===== src/rtl/memory_access.sv =====
// rtl/memory_access.sv - memory stage: data-memory load/store over req/ack with lane steering,
// load extension, misalignment and ack-timeout faults, registered toward writeback.
module memory_access #(
    parameter int ACK_TIMEOUT = 255
) (
    input  logic        clk,
    input  logic        reset,
    input  logic        i_valid,
    input  logic [31:0] i_inst,
    input  logic [31:0] i_alu_result,
    input  logic [31:0] i_store_data,
    input  logic        i_mem_rw,
    input  logic [2:0]  i_load_store_mode,
    input  logic [1:0]  i_wb_sel,
    input  logic        i_pc_sel,
    input  logic [31:0] i_pc,
    input  logic [31:0] i_pc_inc,
    output logic        o_stall,
    output logic        o_dmem_req,
    output logic        o_dmem_we,
    output logic [31:0] o_dmem_addr,
    output logic [31:0] o_dmem_wdata,
    output logic [3:0]  o_dmem_be,
    input  logic        i_dmem_ack,
    input  logic [31:0] i_dmem_rdata,
    output logic        o_mem_valid,
    output logic [31:0] o_mem_inst,
    output logic [31:0] o_mem_alu_result,
    output logic [31:0] o_mem_pc,
    output logic [31:0] o_mem_pc_inc,
    output logic [1:0]  o_mem_wb_sel,
    output logic        o_mem_pc_sel,
    output logic [31:0] o_mem_load_data,
    output logic        o_mem_fault
);

    localparam logic [0:0] S_IDLE = 1'b0;
    localparam logic [0:0] S_WAIT = 1'b1;
    localparam logic [15:0] TIMEOUT_LAST = 16'(ACK_TIMEOUT - 1);

    logic [0:0]  state;
    logic [15:0] cnt;

    logic [31:0] l_inst, l_alu, l_pc, l_pc_inc;
    logic [1:0]  l_wb_sel;
    logic        l_pc_sel;
    logic [2:0]  l_mode;

    logic        is_mem, misaligned, mem_go, timeout;
    logic [3:0]  be_n;
    logic [31:0] wdata_n;
    logic [7:0]  ld_byte;
    logic [15:0] ld_half;
    logic [31:0] ld_ext;

    assign is_mem  = (i_inst[6:0] == 7'b0000011) || (i_inst[6:0] == 7'b0100011);
    assign mem_go  = (state == S_IDLE) && i_valid && is_mem && !misaligned;
    assign timeout = (cnt == TIMEOUT_LAST);

    // Stall is gated by reset so upstream is released the moment reset asserts.
    assign o_stall    = reset && (mem_go || ((state == S_WAIT) && !i_dmem_ack));
    assign o_dmem_req = (state == S_WAIT);

    always_comb begin
        misaligned = 1'b1;
        case (i_load_store_mode)
            3'b000, 3'b100: misaligned = 1'b0;
            3'b001, 3'b101: misaligned = i_alu_result[0];
            3'b010:         misaligned = (i_alu_result[1:0] != 2'b00);
            default:        misaligned = 1'b1;
        endcase
    end

    always_comb begin
        be_n    = 4'b1111;
        wdata_n = 32'h0;
        if (i_mem_rw) begin
            case (i_load_store_mode[1:0])
                2'b00: begin
                    be_n    = 4'b0001 << i_alu_result[1:0];
                    wdata_n = {4{i_store_data[7:0]}};
                end
                2'b01: begin
                    be_n    = 4'b0011 << i_alu_result[1:0];
                    wdata_n = {2{i_store_data[15:0]}};
                end
                default: begin
                    be_n    = 4'b1111;
                    wdata_n = i_store_data;
                end
            endcase
        end
    end

    // Lane select uses the latched address; rdata is only meaningful in the ack cycle.
    always_comb begin
        ld_byte = 8'h0;
        case (l_alu[1:0])
            2'b00: ld_byte = i_dmem_rdata[7:0];
            2'b01: ld_byte = i_dmem_rdata[15:8];
            2'b10: ld_byte = i_dmem_rdata[23:16];
            default: ld_byte = i_dmem_rdata[31:24];
        endcase
        ld_half = l_alu[1] ? i_dmem_rdata[31:16] : i_dmem_rdata[15:0];
        ld_ext  = 32'h0;
        if (!o_dmem_we) begin
            case (l_mode)
                3'b000:  ld_ext = {{24{ld_byte[7]}}, ld_byte};
                3'b100:  ld_ext = {24'h0, ld_byte};
                3'b001:  ld_ext = {{16{ld_half[15]}}, ld_half};
                3'b101:  ld_ext = {16'h0, ld_half};
                3'b010:  ld_ext = i_dmem_rdata;
                default: ld_ext = 32'h0;
            endcase
        end
    end

    always_ff @(posedge clk or negedge reset) begin
        if (!reset) begin
            state            <= S_IDLE;
            cnt              <= 16'h0;
            o_dmem_we        <= 1'b0;
            o_dmem_be        <= 4'h0;
            o_dmem_addr      <= 32'h0;
            o_dmem_wdata     <= 32'h0;
            l_inst           <= 32'h0;
            l_alu            <= 32'h0;
            l_pc             <= 32'h0;
            l_pc_inc         <= 32'h0;
            l_wb_sel         <= 2'b00;
            l_pc_sel         <= 1'b0;
            l_mode           <= 3'b000;
            o_mem_valid      <= 1'b0;
            o_mem_inst       <= 32'h0;
            o_mem_alu_result <= 32'h0;
            o_mem_pc         <= 32'h0;
            o_mem_pc_inc     <= 32'h0;
            o_mem_wb_sel     <= 2'b00;
            o_mem_pc_sel     <= 1'b0;
            o_mem_load_data  <= 32'h0;
            o_mem_fault      <= 1'b0;
        end else if (state == S_IDLE) begin
            if (!i_valid) begin
                o_mem_valid <= 1'b0;
            end else if (mem_go) begin
                state        <= S_WAIT;
                cnt          <= 16'h0;
                o_mem_valid  <= 1'b0;
                o_dmem_we    <= i_mem_rw;
                o_dmem_be    <= be_n;
                o_dmem_addr  <= {i_alu_result[31:2], 2'b00};
                o_dmem_wdata <= wdata_n;
                l_inst       <= i_inst;
                l_alu        <= i_alu_result;
                l_pc         <= i_pc;
                l_pc_inc     <= i_pc_inc;
                l_wb_sel     <= i_wb_sel;
                l_pc_sel     <= i_pc_sel;
                l_mode       <= i_load_store_mode;
            end else begin
                o_mem_valid      <= 1'b1;
                o_mem_inst       <= i_inst;
                o_mem_alu_result <= i_alu_result;
                o_mem_pc         <= i_pc;
                o_mem_pc_inc     <= i_pc_inc;
                o_mem_wb_sel     <= i_wb_sel;
                o_mem_pc_sel     <= i_pc_sel;
                o_mem_load_data  <= 32'h0;
                o_mem_fault      <= is_mem && misaligned;
            end
        end else begin
            if (i_dmem_ack || timeout) begin
                state            <= S_IDLE;
                o_mem_valid      <= 1'b1;
                o_mem_inst       <= l_inst;
                o_mem_alu_result <= l_alu;
                o_mem_pc         <= l_pc;
                o_mem_pc_inc     <= l_pc_inc;
                o_mem_wb_sel     <= l_wb_sel;
                o_mem_pc_sel     <= l_pc_sel;
                o_mem_load_data  <= i_dmem_ack ? ld_ext : 32'h0;
                o_mem_fault      <= !i_dmem_ack;
                o_dmem_we        <= 1'b0;
                o_dmem_be        <= 4'h0;
                o_dmem_addr      <= 32'h0;
                o_dmem_wdata     <= 32'h0;
            end else begin
                cnt <= cnt + 16'd1;
            end
        end
    end

endmodule


===== config.mk =====
export PLATFORM = sky130hd
export DESIGN_NAME = memory_access
export DESIGN_NICKNAME = d
export VERILOG_FILES = /design/src/rtl/memory_access.sv
export SDC_FILE = /design/constraint.sdc
export NUM_CORES = 1
export LEC_CHECK = 0
export BUFFER_PORTS_ARGS = -buffer_cell sky130_fd_sc_hd__buf_2
export CORE_UTILIZATION = 43
export CTS_CLUSTER_SIZE = 20
export DETAILED_ROUTE_END_ITERATION = 16
export HOLD_SLACK_MARGIN = 0.03
export PLACE_DENSITY = 0.67
export SETUP_SLACK_MARGIN = 0.1
export SYNTH_ARGS = -nofsm -noshare
export SYNTH_HDL_FRONTEND = slang
export SYNTH_SLANG_ARGS = --single-unit

===== constraint.sdc =====
create_clock -name clk -period 5.88 [get_ports clk]
set_clock_uncertainty 0.1 [all_clocks]
set_input_delay 0.588 -clock clk [delete_from_list [all_inputs] [get_ports clk]]
set_output_delay 0.588 -clock clk [all_outputs]
set_load 0.01 [all_outputs]

==> summary.md, run 1 <==
| Metric | Value |
|---|---|
| Outcome | `finished, final reports clean` |
| Endpoints failing setup | `0` |
| Main area contributors after synthesis | `dfrtp_1, nand2_1, a21oi_2` |
| Routed len/inst | `19.0 um` |
| Hold WS | `0.129 ns` |
| Overall routed net length | `between 40000 and 50000 um` |
| Post-route cell area | `between 20000 and 25000 um^2` |
| Fmax | `291 MHz` |
| WP data required | `5.19 ns` |
| Post-synth ARST share | `between 90% and 100%` |
| Most frequent cells in the layout | `buf_2, nand2_1, dfrtp_1` |
| Nets@finish | `2222` |
| Initial Util | `a little over two fifths` |
| Core Util, Final | `a little over half` |
| Fin. Hold Viols | `0` |
| Netlist Area Pre-Place | `around 17000 um^2` |
| Yosys Warn Count | `0` |
| Initial drt markers | `around 1000` |
| Global-route wire length before repair | `75100 um` |
| P_leak | `roughly 0.011 uW` |
| Max-Cap Viols | `0` |
| Multi-input combinational cell area | `about 6000 um^2` |
| Tmin final | `about 3.4 ns` |
| CP Launch Type | `flip-flop` |
| Sink Count | `around 380` |
| Die width | `approximately 200 um` |
| Crit-path slowest cell | `and2_4` |
| Worst Max-Slew Pin Slew | `between 1 and 1.5 ns` |
| Post-synth EDFFs | `0` |
| Final Cycle Share | `58.5%` |
| Fin Setup TNS | `0 ns` |
| Crit path max fanout | `68` |
| H-tree levels | `2` |
| Grt ovf | `0` |
| Share of layout cells above drive strength 1 | `between 30% and 40%` |
| TritonCTS clock tree | `done` |
| Worst-path clk slew | `0.06 ns` |
| Max-slew violations | `0` |
| Slew HR | `25.1%` |
| CP Cell Sequence | `nor2b_1 -> and2_4 -> o21a_1 -> buf_2` |
| Detail Route Antenna Nets | `0` |
| Die area | `39500 um^2` |
| Ys flop type | `dfrtp_1` |
| TritonCTS Buffers | `42` |
| Commonest non-fill, non-tap cell in the layout | `buf_2` |
| Residual DRC | `0` |
| I/O pin total | `439` |
| Vias per cell | `~5.3` |
| Sequential area share after synthesis | `about 58%` |
| Filler cell count | `around 3400` |
| Largest area contributor in the netlist | `dfrtp_1` |
| Initial antenna violation count | `9` |
| PortBufs | `~440` |
| Pwr dens | `between 300 and 400 nW/um^2` |
| Clock latency on the worst-skew pair | `approximately 0.57 ns` |
| GP Congestion | `about 0.85` |
| Core area | `37800 um^2` |
| HP Class | `in -> reg` |
| Register area | `9580 um^2` |
| Post-CTS Setup Inserts | `0` |
| Total GRT Usage | `24.3%` |
| Unrepaired setup endpoints after global routing | `false` |
| Critical Path Sink Type | `primary output` |
| Root Buffer | `clkbuf_16` |
| First-pass DRT Iterations | `5` |
| Via Count | `13578` |
| Max rail drop VDD | `between 0.0002 and 0.00025 V` |
| Dpl hpwl | `about 31000 um` |
| Post-DP Area | `between 15000 and 20000 um^2` |
| Vias in the first global route | `about 13000` |
| Cts repair resizes | `0` |
| Pin count of the biggest net entering global routing | `170` |
| Row cnt | `71` |
| CTS Hold Bufs | `1` |
| Synth top area share | `between 50% and 60%` |
| Syn Inst Count | `1639` |
| CP Class | `reg -> out` |
| Worst EP arrival | `2.75 ns` |
| Largest stage delay on the critical path | `0.78 ns` |
| Die Ht | `~200 um` |
| Pwr Total | `between 6000 and 7000 uW` |
| Netlist cell types | `49` |
| Flops & latches, synth | `383` |
| Avg Cell Area, Syn | `between 10 and 15 um^2` |
| Area Overhead vs Synth | `23.0%` |
| Maximum buffer depth of the clock tree | `3` |
[flip-flops by register name (all words and copies together) (netlist names), 2 cells and up]
name	count
l_alu	32
l_inst	32
l_pc	32
l_pc_inc	32
o_dmem_wdata	32
o_mem_alu_result	32
o_mem_inst	32
o_mem_load_data	32
o_mem_pc	32
o_mem_pc_inc	32
o_dmem_addr	30
cnt	16
o_dmem_be	4
l_mode	3
l_wb_sel	2
o_mem_wb_sel	2
[per-layer routing]
| layer | share of wire [%] | wire length [um] | global-route usage [%] |
|---|---|---|---|
| met3 | 9.2 | 4490 | 7.46 |
| met5 | 0.11 | 52 | 0 |
| met4 | 2.6 | 1270 | 8.55 |
| met1 | 43 | 20800 | 32.6 |
| met2 | 46 | 22200 | 37.2 |
[worst paths after layout]
kind / from / to / slack [ns] / cells after the start
hold reg to reg: l_inst[1]$_DFFE_PN0P_ / l_inst[1]$_DFFE_PN0P_ / 0.37 / 1
setup / recovery: o_dmem_req$_DFF_PN0_ / o_stall / 2.44 / 4
min in group asynchronous: reset / l_pc_inc[10]$_DFFE_PN0P_ / 0.44 / 2
max in group asynchronous: reset / o_dmem_addr[4]$_DFFE_PN0P_ / 3.94 / 3
hold / removal: i_pc_inc[21] / l_pc_inc[21]$_DFFE_PN0P_ / 0.13 / 3
setup reg to reg: cnt[0]$_DFFE_PN0P_ / o_dmem_addr[11]$_DFFE_PN0P_ / 2.74 / 9
[metrics by stage]
stage,setup WS [ns],instances
2_1_floorplan,3.37,1640
3_3_place_gp,2.26,2483
3_5_place_dp,2.21,2483
4_1_cts,2.38,2557
5_1_grt,2.27,2559
6_report,2.44,2563
[logic make-up after synthesis]
| group | count (synthesis) | synth area share, % |
|---|---|---|
| AO/OA/AOI/OAI | 409 | 18.4 |
| XOR/XNOR | 8 | 0.421 |
| adder cells (fa/ha/maj) | 2 | 0.150 |
| buffers and inverters | 256 | 7.03 |
| flip-flops | 383 | 57.6 |
| multiplexers | 36 | 2.70 |
| other | 1 | 0.0225 |
| AND/OR/NAND/NOR | 544 | 13.7 |
[synthesized netlist by cell type, types with 3 or more instances]
cell type	count
nand2_1	419
a21o_1	3
nor2_1	15
a21oi_1	22
buf_6	19
nor2b_1	5
o21ai_0	16
nor4_1	4
a21oi_2	131
nand4_1	5
clkbuf_1	48
mux4_2	7
mux2i_1	28
nand3_1	62
inv_1	138
buf_1	6
buf_4	4
a22o_1	29
and2_1	7
dfrtp_1	383
o22ai_1	132
buf_2	41
nor3_1	8
a222oi_1	7
o2bb2ai_1	33
a221oi_1	10
nand2b_1	3
o21ai_1	19
xnor2_1	7
[worst max-delay path: cells and delay by family, from the launching register on]
| family | cells | cell delay, ns |
|---|---|---|
| AOI/OAI and AO/OA | 1 | 0.18 |
| buffers and inverters | 1 | 0.12 |
| DFF | 1 | 0.53 |
| and+or+nand+nor | 2 | 1.33 |
[area by class of cell]
cell class | count | area share (%)
clock inverters | 18 | 1.24
clock buffers | 55 | 5.72
multi-input cells | 1001 | 28.8
diodes | 6 | 0.0734
inverters | 138 | 2.53
well taps | 511 | 3.12
flip-flops and latches | 383 | 46.8
repair buffers | 451 | 11.6
[power breakdown]
part	switching, uW	internal (uW)	total (uW)
sequential	123	2830	2950
clock	1090	1630	2720
combinational	495	330	825
No activity file was read; power rests on OpenSTA's default activity.
==> run 2: changes to the inputs <==
clock period = 3.3 ns   (was 5.88 ns; I/O delays follow)
==> run 2 against run 1 <==
Net effect:
- count of clock-buffer cells in the layout up 2
- core utilization increased by 5.5 points
- largest cell class unchanged
- combinational power increased by 110%
- global-route usage increased by 2.1 points
- total power up 77%
- sequential share of layout area down 4.3 points
- worst setup slack worse by 2.1 ns
- critical path type is now reg -> reg
- highest routed layer is now met4
- first-iteration DRC count shrank 16%
- hold slack got worse by 0.073 ns
- cell count is 8.3% higher
==> summary.md, run 2 (synthesis results as in run 1) <==
| Metric | Value |
|---|---|
| NetSw | `slightly above 3000 uW` |
| Clock latency on the worst-skew pair | `~0.55 ns` |
| Global-route wire length before repair | `roughly 80000 um` |
| Via Count | `between 10000 and 15000` |
| Maximum buffer depth of the clock tree | `3` |
| Total GRT Usage | `26.4%` |
| WP data required | `3.68 ns` |
| Row cnt | `71` |
| Post-CTS Setup Inserts | `0` |
| P_leak | `between 0.01 and 0.015 uW` |
| Reg2Reg Setup Slack | `between 0.3 and 0.4 ns` |
| Post-route cell area | `approximately 23000 um^2` |
| Filler cell count | `just over 3000` |
| Detail Route Antenna Nets | `0` |
| Die Ht | `a little under 200 um` |
| Root Buffer | `clkbuf_16` |
| Core area | `approximately 38000 um^2` |
| Int Pwr | `about 8400 uW` |
| Sink Count | `between 300 and 400` |
| RR Endpoint | `o_mem_load_data[13]$_DFFE_PN0P_` |
| Area Overhead vs Synth | `35.5%` |
| Worst EP arrival | `roughly 3.4 ns` |
| First-pass DRT Iterations | `5` |
| Fin. Hold Viols | `0` |
| Outcome | `finished, final reports clean` |
| CP Launch Type | `flip-flop` |
| H-tree levels | `2` |
| Fin Setup TNS | `0 ns` |
| Worst Max-Slew Pin Slew | `1.04 ns` |
| TritonCTS Buffers | `41` |
| PortBufs | `about 440` |
| Die area | `39500 um^2` |
| Pre-CTS setup slack | `0.743 ns` |
| Tmin final | `approximately 3.0 ns` |
| Unrepaired setup endpoints after global routing | `false` |
| Vias in the first global route | `about 15000` |
| Max-slew violations | `0` |
| Combinational share of power | `between 10% and 20%` |
| I/O pin total | `around 440` |
| Hold EP | `o_dmem_wdata[28]$_DFFE_PN0P_` |
| HP Class | `in -> reg` |
| Die width | `199 um` |
| Share of layout cells above drive strength 1 | `30.0%` |
| Setup ws final | `approximately 0.30 ns` |
| Worst r2r path cells | `6` |
| Commonest non-fill, non-tap cell in the layout | `buf_2` |
| Worst-path clk slew | `0.06 ns` |
| Pwr Total | `11500 uW` |
| Slew HR | `between 30% and 40%` |
| Worst min-delay path startpoint | `i_store_data[28]` |
| Dpl hpwl | `between 30000 and 40000 um` |
| Critical Path Sink Type | `flip-flop` |
| Pin count of the biggest net entering global routing | `between 100 and 150` |
| Switching Share | `a little over a quarter` |
| Pwr dens | `~510 nW/um^2` |
| Max rail drop VDD | `roughly 0.00038 V` |
| Endpoints failing setup | `0` |
| Crit path max fanout | `12` |
| Initial drt markers | `between 800 and 900` |
| Overall routed net length | `around 53000 um` |
| TritonCTS clock tree | `done` |
| Fmax | `roughly 330 MHz` |
| Residual DRC | `0` |
| Post-DP Area | `around 19000 um^2` |
| GP Congestion | `roughly 0.87` |
| Sequential Power Share | `45.7%` |
| Vias per cell | `between 5 and 6` |
| Core Util, Final | `slightly below 60%` |
| Nets@finish | `between 2000 and 2500` |
| Most frequent cells in the layout | `buf_2, nand2_1, dfrtp_1` |
| Routed len/inst | `between 15 and 20 um` |
| Max-Cap Viols | `0` |
| CP Class | `reg -> reg` |
| Initial antenna violation count | `2` |
| Initial Util | `between 40 and 50%` |
| Grt ovf | `0` |
| Clk network pwr share | `~39%` |
| Worst R2R Start | `l_alu[1]$_DFFE_PN0P_` |
| Final Cycle Share | `around 91%` |
| WHS Path Cells | `5` |
## run 2: changes by cell type in the layout (fill, tap and decap cells not counted)
cell	change
clkinv_4	-2
inv_6	+1
bufinv_16	-4
dlygate4sd3_1	+204
buf_4	+9
buf_12	+5
clkinvlp_4	+1
clkbuf_1	+1
diode_2	-5
clkinv_2	+4
clkinv_8	-2
clkbuf_8	+1
## run 2: cell type report
class	count	area, um^2	area share (%)
inverter	138	518	2.30
tap	511	639	2.84
multi-input combinational	1001	5900	26.2
timing repair buffer	669	4590	20.4
clock buffer	57	1190	5.27
antenna	1	2.50	0.0111
clock inverter	16	120	0.533
sequential	383	9580	42.5
## run 2: per-layer routing
metal / share of wire (%) / global-route usage, % / vias up / wire (um)
li1: - / - / 6750 / -
met1: 42 / 34.7 / 7245 / 22100
met2: 47 / 41.8 / 641 / 24500
met3: 8.8 / 7.77 / 106 / 4640
met4: 2.8 / 8.75 / 0 / 1450
met5: 0 / 0 / - / 0
## run 2: power by group through the flow
| stage | Sequential, uW | Combinational (uW) | Clock, uW |
|---|---|---|---|
| floorplan | 5400 | 713 | 0 |
| global placement | 5320 | 1470 | 0 |
| detailed placement | 5330 | 1500 | 0 |
| CTS | 5260 | 1730 | 4610 |
| global route | 5300 | 1920 | 4800 |
| finish | 5260 | 1750 | 4500 |
## run 2: what timing repair did
item,CTS,global route
hold buffers,205,0
endpoints found under the hold margin,383,0
resized for setup,0,0
## run 2: how the worst max path moves through the flow
stage / startpoint / to / slack [ns] / cells past startpoint
2_1_floorplan: cnt[0]$_DFFE_PN0P_ / o_mem_alu_result[15]$_DFFE_PN0P_ / 1.23 / 10
3_5_place_dp: cnt[0]$_DFFE_PN0P_ / o_mem_load_data[24]$_DFFE_PN0P_ / 0.74 / 8
6_report: l_alu[1]$_DFFE_PN0P_ / o_mem_load_data[13]$_DFFE_PN0P_ / 0.30 / 6
3_3_place_gp: i_inst[6] / o_mem_inst[25]$_DFFE_PN0P_ / 0.79 / 7
5_1_grt: l_alu[0]$_DFFE_PN0P_ / o_mem_load_data[13]$_DFFE_PN0P_ / 0.10 / 5
4_1_cts: i_inst[6] / o_stall / 0.41 / 7
## run 2: worst max-delay path, cell delays in order, from the launching register on
cell and delay [ns]:
dfrtp_1 0.65, mux2_2 0.28, nor2_1 0.07, a2111oi_2 0.91, a221oi_1 0.13, dlygate4sd3_1 0.63
o2bb2ai_1 0.13
## run 2: per-stage QoR
| step | instances | hold WS (ns) |
|---|---|---|
| after floorplan | 1640 | -0.0656 |
| after global placement | 2497 | 0.170 |
| after detailed placement | 2497 | 0.171 |
| after CTS | 2775 | 0.0305 |
| after global routing | 2775 | 0.0446 |
| final | 2776 | 0.0563 |
==> run 3: changes to the inputs <==
REMOVE_ABC_BUFFERS = 1   (was unset)
==> run 3 against run 2 <==
Net effect:
- worst setup slack lost 0.088 ns
- design area rose by 0.54%
- via count grew 0.66%
- highest routed layer unchanged
==> summary.md, run 3 (synthesis results as in run 1) <==
| Metric | Value |
|---|---|
| Outcome | `finished, final reports clean` |
| Pwr dens | `just over 500 nW/um^2` |
| HP Class | `in -> reg` |
| Max rail drop VDD | `roughly 0.00035 V` |
| Crit-path leading delay family | `simple AND/OR/NAND/NOR gates` |
| Worst-path clk slew | `roughly 0.06 ns` |
| Pin count of the biggest net entering global routing | `166` |
| Global-route wire length before repair | `80700 um` |
| Initial antenna violation count | `1` |
| Core area | `approximately 38000 um^2` |
| Core Util, Final | `59.9%` |
| Die width | `slightly below 200 um` |
| Total GRT Usage | `between 20% and 30%` |
| Grt ovf | `0` |
| Nets@finish | `roughly 2400` |
| Vias per cell | `5.34` |
| TritonCTS Buffers | `between 40 and 50` |
| Initial drt markers | `about 860` |
| Largest stage delay on the critical path | `a little under 0.6 ns` |
| Endpoints failing setup | `0` |
| Clock latency on the worst-skew pair | `between 0.5 and 0.6 ns` |
| Die area | `between 30000 and 40000 um^2` |
| Detail Route Antenna Nets | `0` |
| Via Count | `around 15000` |
| Max-Cap Viols | `0` |
| Fin. Hold Viols | `0` |
| H-tree levels | `2` |
| Initial Util | `a little over two fifths` |
| Cell mode on critical path | `buf_2` |
| WP data required | `2.87 ns` |
| Slew HR | `a little over a third` |
| Final Cycle Share | `between 90% and 100%` |
| Root Buffer | `clkbuf_16` |
| Sink Count | `around 380` |
| Commonest non-fill, non-tap cell in the layout | `buf_2` |
| Die Ht | `about 200 um` |
| Unrepaired setup endpoints after global routing | `false` |
| Tmin final | `just over 3 ns` |
| Fmax | `324 MHz` |
| Crit-path slowest cell | `nor4_1` |
| GP Congestion | `0.829` |
| Crit path max fanout | `13` |
| I/O pin total | `about 440` |
| TritonCTS clock tree | `done` |
| Residual DRC | `0` |
| CP Launch Type | `primary input` |
| Max-slew violations | `0` |
| Worst EP arrival | `between 2 and 3 ns` |
| PortBufs | `~440` |
| Cells after DPL | `2494` |
| Overall routed net length | `50300 um` |
| P_leak | `around 0.012 uW` |
| First-pass DRT Iterations | `8` |
| Final cell count without fillers | `around 2800` |
| Most frequent cells in the layout | `buf_2, nand2_1, dfrtp_1` |
| Area Overhead vs Synth | `36.2%` |
| Filler cell count | `roughly 3100` |
| Vias in the first global route | `15229` |
| Share of layout cells above drive strength 1 | `29.9%` |
| Worst Path Buf+Inv | `3` |
| Pwr Total | `11700 uW` |
| CP Class | `in -> out` |
| Maximum buffer depth of the clock tree | `3` |
| Routed len/inst | `about 18 um` |
| Worst Max-Slew Pin Slew | `~0.95 ns` |
| Critical Path Sink Type | `primary output` |
| Dpl hpwl | `slightly above 30000 um` |
| CP Cell Sequence | `dlygate4sd3_1 -> buf_2 -> nor4_1 -> o2111a_1 -> and2_4 -> o21a_1 -> buf_2` |
| Row cnt | `71` |
[run 3: timing repair]
action | 4_1_cts | 5_1_grt
hold endpoints to repair | 730 | 0
gates resized for setup | 0 | 1
buffers inserted | 0 | 0
hold buffers | 209 | 0
setup endpoints to repair | 0 | 2
[run 3: worst paths after layout]
check	cells after the start	from	endpoint	slack, ns
worst min-delay path	5	i_store_data[27]	o_dmem_wdata[27]$_DFFE_PN0P_	0.10
min in group asynchronous	3	reset	o_mem_pc[26]$_DFFE_PN0P_	0.33
worst min register to register	1	l_inst[1]$_DFFE_PN0P_	l_inst[1]$_DFFE_PN0P_	0.37
worst max-delay path	7	i_inst[6]	o_stall	0.22
max in group asynchronous	3	reset	l_alu[4]$_DFFE_PN0P_	1.99
worst max register to register	5	l_mode[1]$_DFFE_PN0P_	o_mem_load_data[8]$_DFFE_PN0P_	0.50
[run 3: through the flow]
step	setup slack (ns)	area [um^2]	setup TNS, ns	hold WS, ns
finish	0.216	22700	0	0.100
global route	0.162	22700	0	0.119
CTS	0.305	22700	0	0.0437
detailed placement	0.626	19200	0	0.0379
global placement	0.683	19200	0	0.0394
floorplan	-2.04	16000	-587.06	-0.0656
[run 3: worst register-to-register path, cell delays in order (launching register included)]
cell and delay [ns]:
dfrtp_1 0.48, nor3b_4 0.70, a21o_1 0.49, a221oi_1 0.19, dlygate4sd3_1 0.62, o2bb2ai_1 0.14
[run 3: layout make-up]
type | count | area [um^2] | area share, %
sequential | 383 | 9580 | 42.3
inverter | 138 | 518 | 2.29
antenna | 1 | 2.50 | 0.0110
tap | 511 | 639 | 2.82
timing repair buffer | 670 | 4650 | 20.5
clock buffer | 58 | 1210 | 5.35
clock inverter | 16 | 156 | 0.690
multi-input combinational | 1001 | 5910 | 26.1
[run 3: layer usage]
metal / global-route usage (%) / routed length [um]
met5: 0 / 0
met3: 5.73 / 3730
met1: 32.4 / 20300
met2: 41.7 / 24100
met4: 12.6 / 2120
[run 3: where the power goes]
| group | total, uW | internal (uW) | switching (uW) |
|---|---|---|---|
| sequential | 5270 | 5040 | 224 |
| combinational | 1730 | 788 | 945 |
| clock | 4650 | 2730 | 1920 |
| total | 11700 | 8560 | 3090 |
